File: src/rtl/pc_sequencer.sv
// pc_sequencer: TinyCPU program-counter sequencer.
// Owns the PC register and computes the next PC internally. Supported operations:
// sequential advance, conditional jump, call, and return.
// Optional feature macro PC_RAS_EN adds a hardware return-address stack (RAS).
//   - With the macro undefined, CALL is a plain jump and RET behaves as SEQ.
//   - The RAS status outputs are then tied to zero.

`ifndef STAGE_WIDTH
`define STAGE_WIDTH 2
`endif
`ifndef STAGE_FETCH
`define STAGE_FETCH 2'd0
`endif

module pc_sequencer #(
    parameter int                    ADDR_WIDTH = 32,
    parameter logic [ADDR_WIDTH-1:0] RESET_PC   = '0,
    parameter int                    PC_INCR    = 1,
    parameter int                    RAS_DEPTH  = 4
) (
    input  logic                         clk,
    input  logic                         rst,
    input  logic [`STAGE_WIDTH-1:0]      stage,
    input  logic                         stall,
    input  logic [2:0]                   pc_op,
    input  logic                         jump_cond,
    input  logic [ADDR_WIDTH-1:0]        target,
    output logic [ADDR_WIDTH-1:0]        pc,
    output logic [ADDR_WIDTH-1:0]        pc_next,
    output logic                         pc_en,
    output logic [$clog2(RAS_DEPTH):0]   ras_count,
    output logic                         ras_overflow,
    output logic                         ras_underflow
);

    localparam logic [2:0] OP_SEQ  = 3'd0;
    localparam logic [2:0] OP_JUMP = 3'd1;
    localparam logic [2:0] OP_CALL = 3'd2;
    localparam logic [2:0] OP_RET  = 3'd3;

    logic [ADDR_WIDTH-1:0] pc_q, pc_d;
    logic [ADDR_WIDTH-1:0] seq;

    assign seq   = pc_q + ADDR_WIDTH'(PC_INCR);
    assign pc_en = (stage == `STAGE_FETCH) && !stall;
    assign pc    = pc_q;

`ifdef PC_RAS_EN
    localparam int PTR_W = $clog2(RAS_DEPTH);
    localparam int CNT_W = PTR_W + 1;

    logic [ADDR_WIDTH-1:0] ras_mem_q [RAS_DEPTH];
    logic [PTR_W-1:0]      ptr_q, ptr_d;
    logic [PTR_W-1:0]      top_idx;
    logic [CNT_W-1:0]      cnt_q, cnt_d;
    logic                  ovf_q, ovf_d;
    logic                  unf_q, unf_d;
    logic                  ras_empty;
    logic                  ras_full;

    // The pointer addresses the next free slot, so the newest entry sits one below it.
    assign top_idx   = ptr_q - PTR_W'(1);
    assign ras_empty = (cnt_q == '0);
    assign ras_full  = (cnt_q == CNT_W'(RAS_DEPTH));

    assign ras_count     = cnt_q;
    assign ras_overflow  = ovf_q;
    assign ras_underflow = unf_q;
`else
    assign ras_count     = '0;
    assign ras_overflow  = 1'b0;
    assign ras_underflow = 1'b0;
`endif

    // Select the candidate PC for the current operation.
    always_comb begin
        pc_next = seq;
        case (pc_op)
            OP_SEQ:  pc_next = seq;
            OP_JUMP: pc_next = jump_cond ? target : seq;
            OP_CALL: pc_next = target;
`ifdef PC_RAS_EN
            OP_RET:  pc_next = ras_empty ? seq : ras_mem_q[top_idx];
`else
            OP_RET:  pc_next = seq;
`endif
            default: pc_next = pc_q;
        endcase
    end

    // Commit the candidate PC only on update cycles.
    always_comb begin
        pc_d = pc_en ? pc_next : pc_q;
    end

`ifdef PC_RAS_EN
    // RAS pointer, occupancy and sticky flags for push (CALL) and pop (RET).
    always_comb begin
        ptr_d = ptr_q;
        cnt_d = cnt_q;
        ovf_d = ovf_q;
        unf_d = unf_q;
        if (pc_en) begin
            if (pc_op == OP_CALL) begin
                ptr_d = ptr_q + PTR_W'(1);
                if (ras_full) begin
                    ovf_d = 1'b1;
                end else begin
                    cnt_d = cnt_q + CNT_W'(1);
                end
            end else if (pc_op == OP_RET) begin
                if (ras_empty) begin
                    unf_d = 1'b1;
                end else begin
                    ptr_d = ptr_q - PTR_W'(1);
                    cnt_d = cnt_q - CNT_W'(1);
                end
            end
        end
    end

    // RAS storage: a push writes the return address into the free slot.
    // When the stack is full, this slot holds the oldest entry, which is overwritten.
    always_ff @(posedge clk) begin
        if (!rst && pc_en && (pc_op == OP_CALL)) begin
            ras_mem_q[ptr_q] <= seq;
        end
    end

    // RAS control registers.
    always_ff @(posedge clk) begin
        if (rst) begin
            ptr_q <= '0;
            cnt_q <= '0;
            ovf_q <= 1'b0;
            unf_q <= 1'b0;
        end else begin
            ptr_q <= ptr_d;
            cnt_q <= cnt_d;
            ovf_q <= ovf_d;
            unf_q <= unf_d;
        end
    end
`endif

    // PC register.
    always_ff @(posedge clk) begin
        if (rst) begin
            pc_q <= RESET_PC;
        end else begin
            pc_q <= pc_d;
        end
    end

endmodule

File: config.mk
export PLATFORM = sky130hd
export DESIGN_NAME = pc_sequencer
export DESIGN_NICKNAME = d
export VERILOG_FILES = /design/src/rtl/pc_sequencer.sv
export SDC_FILE = /design/constraint.sdc
export NUM_CORES = 1
export LEC_CHECK = 0
export BUFFER_PORTS_ARGS = -buffer_cell sky130_fd_sc_hd__buf_2
export CAP_MARGIN = 20
export CELL_PAD_IN_SITES_DETAIL_PLACEMENT = 2
export CELL_PAD_IN_SITES_GLOBAL_PLACEMENT = 2
export CORE_MARGIN = 10
export CORE_UTILIZATION = 29
export CTS_CLUSTER_SIZE = 40
export DETAILED_ROUTE_END_ITERATION = 6
export PLACE_DENSITY_LB_ADDON = 0.08
export SYNTH_ARGS = -nofsm -noshare
export SYNTH_HDL_FRONTEND = slang
export SYNTH_SLANG_ARGS = --single-unit
File: constraint.sdc
create_clock -name clk -period 6 [get_ports clk]
set_clock_uncertainty 0.2 [all_clocks]
set_input_delay 0.9 -clock clk [delete_from_list [all_inputs] [get_ports clk]]
set_output_delay 0.9 -clock clk [all_outputs]
set_load 0.1 [all_outputs]
# --- Yosys cells after proc, flatten, opt, wreduce, memory -nomap -nowiden ---
# Cells that the tools add are included.
word_totals:
  ff_bits: 32
  in_bits: 41
  out_inout_bits: 70
  word_cells: 12
op_classes:
  n_addsub: 1
  n_eq_ne: 3
  mux: 2
  reduce_logical: 5
ops:
  columns: ["op", "n"]
  rows:
  - ["32-bit case mux with 3 select lines", 1]
  - ["32-bit by 1-bit adder with 32-bit output (second input constant)", 1]
  - ["32-bit 2-to-1 mux", 1]
  - ["3-bit by 2-bit == test with 1-bit output (second input constant)", 2]
  - ["3-bit by 1-bit == test with 1-bit output (second input constant)", 1]
  - ["3-bit logical NOT", 1]
  - ["2-bit logical NOT", 1]
  - ["2-bit OR reduction", 1]
  - ["1-bit logical AND", 1]
  - ["1-bit logical NOT", 1]

# --- Logic depth before layout (Yosys ltp) ---
depth:
  word_depth: 3
  depth_mapped: 8
  mapped_depth_nobuf: 6

# --- Worst setup path before layout ---
# OpenSTA, ideal clock, no wires.
synth_timing:
  path_type: "reg-to-output"
  from: "register pc_q[4], in the netlist pc[4]"
  to: "output port pc_next[17]"
  t_arrival_ps: 4359
  required_ps: 4900
  path_slack_ps: 541
  path_stages_with_launch: 7
  n_path_buf: 1
  cell_sequence: "dfxtp_1 nand3_2 clkbuf_1 nor3_1 nand3_1 a2bb2oi_1 o21ai_0"
synth_via:
  elab_chain_len: 3
synth_rtl:
  columns: ["element", "line", "rtl"]
  rows:
  - ["start, declared", "41", "logic [ADDR_WIDTH-1:0] pc_q, pc_d;"]
  - ["start signal, assigned", "151", "pc_q <= pc_d;"]
  - ["32-bit by 1-bit adder with 32-bit output (*)", "44", "assign seq = pc_q + ADDR_WIDTH'(PC_INCR);"]
  - ["32-bit 2-to-1 mux", "80", "OP_JUMP: pc_next = jump_cond ? target : seq;"]
  - ["32-bit case mux with 3 select lines (*)", "78", "case (pc_op)"]
  - ["end, declared", "29", "output logic [ADDR_WIDTH-1:0] pc_next,"]
# Mark *: on every way between the ends. The rest lies on a longest branch, timed or not.

# --- Worst setup path after layout ---
layout_timing:
  from: "register pc_q[0], in the netlist pc[0]"
  to: "output port pc_next[26]"
# The elaborated chain is that of the path after synthesis.

==> metrics <==
status=complete, no violations; Syn Inst Count=roughly 430; post-DP HPWL=between 10000 and 15000 um; Area after DPL=roughly 3600 um2; # fillers=1274; hold crit path type=reg -> reg; Synth Area in Compound Gates=32.8%; TritonCTS clock tree=yes; synthesized area per cell=7.07 um2; reg-to-reg startpoint=pc[0]; Worst EP arrival=3.42 ns; crit path launch=pc[0]; DR WL/cell=21.8 um; Layout Cell Area excl Fill=3690 um2; share of cells above drive strength 1=27.8%; Syn-to-layout area delta=22.1%; DRC=0; I/O Buffers=105; max-slew violation count=0; GR Util All Layers=between 10% and 20%; crit-path max FO=12; post-CTS sizing=0; max reg flops=32; Cell Chain, Critical Path=ha_1, nand3_1, nor2_1, nand4_1, a21oi_1, o2bb2a_1, buf_2; synthesized area=3020 um2; DR vias/cell=5.84; final worst-path cycle share=75.4%; Synth Register Bits=32; Final Net Count=about 550; H-tree depth=2; Worst Path Required=4.90 ns; CTS Hold Bufs=0; overall routed net length=14100 um; Pint=360 uW; Sw Ratio=47.7%; WHS=0.362 ns; Yosys warnings=0; DRT antenna net count=0; CTS Sinks=32; initial antenna violation count=0; Worst Hold Launch=pc[31]; Comb power frac=39.7%; Hold Fails Final Rpt=0; Yosys cell types=60; Routability Congestion=between 0.8 and 0.9; crit start category=register; die area=14900 um2; fin util=36.0%; root buffer cell=clkbuf_8; P_sw=328 uW; Worst-Skew Late Latency=0.30 ns; Worst Tran Pin Value=1.08 ns; area of the multi-input gates=roughly 2200 um2; via count=3771; FF+latch area=roughly 640 um2; total negative slack=0 ns; largest family of logic cells by synthesized area=compound AO/OA/AOI/OAI gates; WP buf/inv=1; clock-pin transition on the worst setup and hold timing paths=0.08 ns; crit path time final=~4.5 ns; n_diodes=0; ys flop type=dfxtp_1; most common cell after layout, fill and taps aside=buf_2; CP max stage cell=nor2_1; DRT Pass-1 Iters=4; Row Count=37; largest net degree at the start of global routing=between 60 and 70; leakage power=1.47 nW; XOR/XNOR share of the synthesized area=0%; CP endpoint kind=primary output; Largest stage delay, worst path=0.88 ns; clock share of power=27.6%; most frequent cells in the layout=buf_2 (105), nor2_1 (46), o21ai_0 (35); DR iter-0 viols=187; I/O Pins=111; Post-synth EDFFs=0; die height=122 um; post-CTS setup buffer count=0; CTS Buffer Depth=2; starting density of the core=29.5%; total grt overflow=0; CP Class=reg -> out; die width=122 um; maxcap violations=0; Async S/R FF share, synth=0%; sequential share of power=32.8%; vias in the first global route=4062; Max IR drop VDD=0.0847 mV; fmax=0.221 GHz; relative slew slack=27.5%; final setup vio count=0; crit-path leading delay family=simple AND/OR/NAND/NOR gates; TritonCTS Buffers=5; Post-Synth Adder-Cell Area=0.414%; setup repair after global routing missed its margin=no; PD cells=187 nW/um2; Simple-Gate Fraction of Synth Area=32.7%; core area=10200 um2; multiplexer share of the synthesized area=under 10%; first-pass GRT wire length=22500 um; Seq/Total Area, Yosys=21.2%
## Yosys cell counts, types with 7 or more instances
master,n,share of area [%]
a21oi_1,32,5.3
nor3_1,19,3.1
nand4_1,22,4.6
inv_1,11,1.4
mux2i_1,10,3.3
o21ai_0,35,5.8
o22ai_1,8,1.7
nand2_1,30,3.7
nor4_1,9,1.9
nor2_1,47,5.8
and3_1,8,1.7
o211ai_1,7,1.7
dfxtp_1,32,21
buf_4,8,2.0
a31oi_1,11,2.3
clkbuf_1,26,3.2
o22a_1,12,3.5
nand3_1,14,2.3
## cell families after synthesis
kind of cell,after synthesis
compound gates,148
fa+ha+maj,1
buf+inv,53
flops,32
mux,12
other cells,1
simple gates,180
## stage by stage
stage                     instances  total power, mW  worst slack, ns
after floorplan                 431            0.449            0.541
after global placement          638            0.500             1.76
after detailed placement        638            0.504             1.71
after CTS                       646            0.693             1.52
after global routing            646            0.718             1.28
final                           646            0.688             1.48
## layout make-up
| cell class | instances | area share [%] |
|---|---|---|
| Tap cell | 136 | 4.62 |
| Multi-Input combinational cell | 346 | 58.5 |
| Inverter | 11 | 1.12 |
| Clock buffer | 6 | 2.24 |
| Timing Repair Buffer | 113 | 15.9 |
| Sequential cell | 32 | 17.4 |
| Clock inverter | 2 | 0.272 |
## layer usage
layer  GRT usage (%)  vias to the layer above  share of wire, %
met1            22.2                     1892                43
met5               0                        -                 0
met3            3.93                        9               4.5
met2            33.3                       72                51
li1                -                     1798                 -
met4            3.28                        0              0.61
## power by group through the flow
stage / combinational [mW] / clock, mW / sequential, mW
2_1_floorplan: 0.193 / 0 / 0.256
3_3_place_gp: 0.270 / 0 / 0.230
3_5_place_dp: 0.274 / 0 / 0.230
4_1_cts: 0.274 / 0.194 / 0.225
5_1_grt: 0.287 / 0.205 / 0.226
6_report: 0.273 / 0.190 / 0.225
## worst min-delay path, cell delays in order, from the launching register on
cell	delay [ns]
dfxtp_1	0.36
nand3_1	0.09
o22ai_1	0.06
## path summary, 6_finish.rpt
check / cells after the start / slack [ns] / endpoint
max reg2reg: 6 / 2.93 / pc[28]
min reg2reg: 2 / 0.36 / pc[31]
max: 7 / 1.48 / pc_next[26]
min: 2 / 0.36 / pc[31]
(Power assumes the default switching activity.)
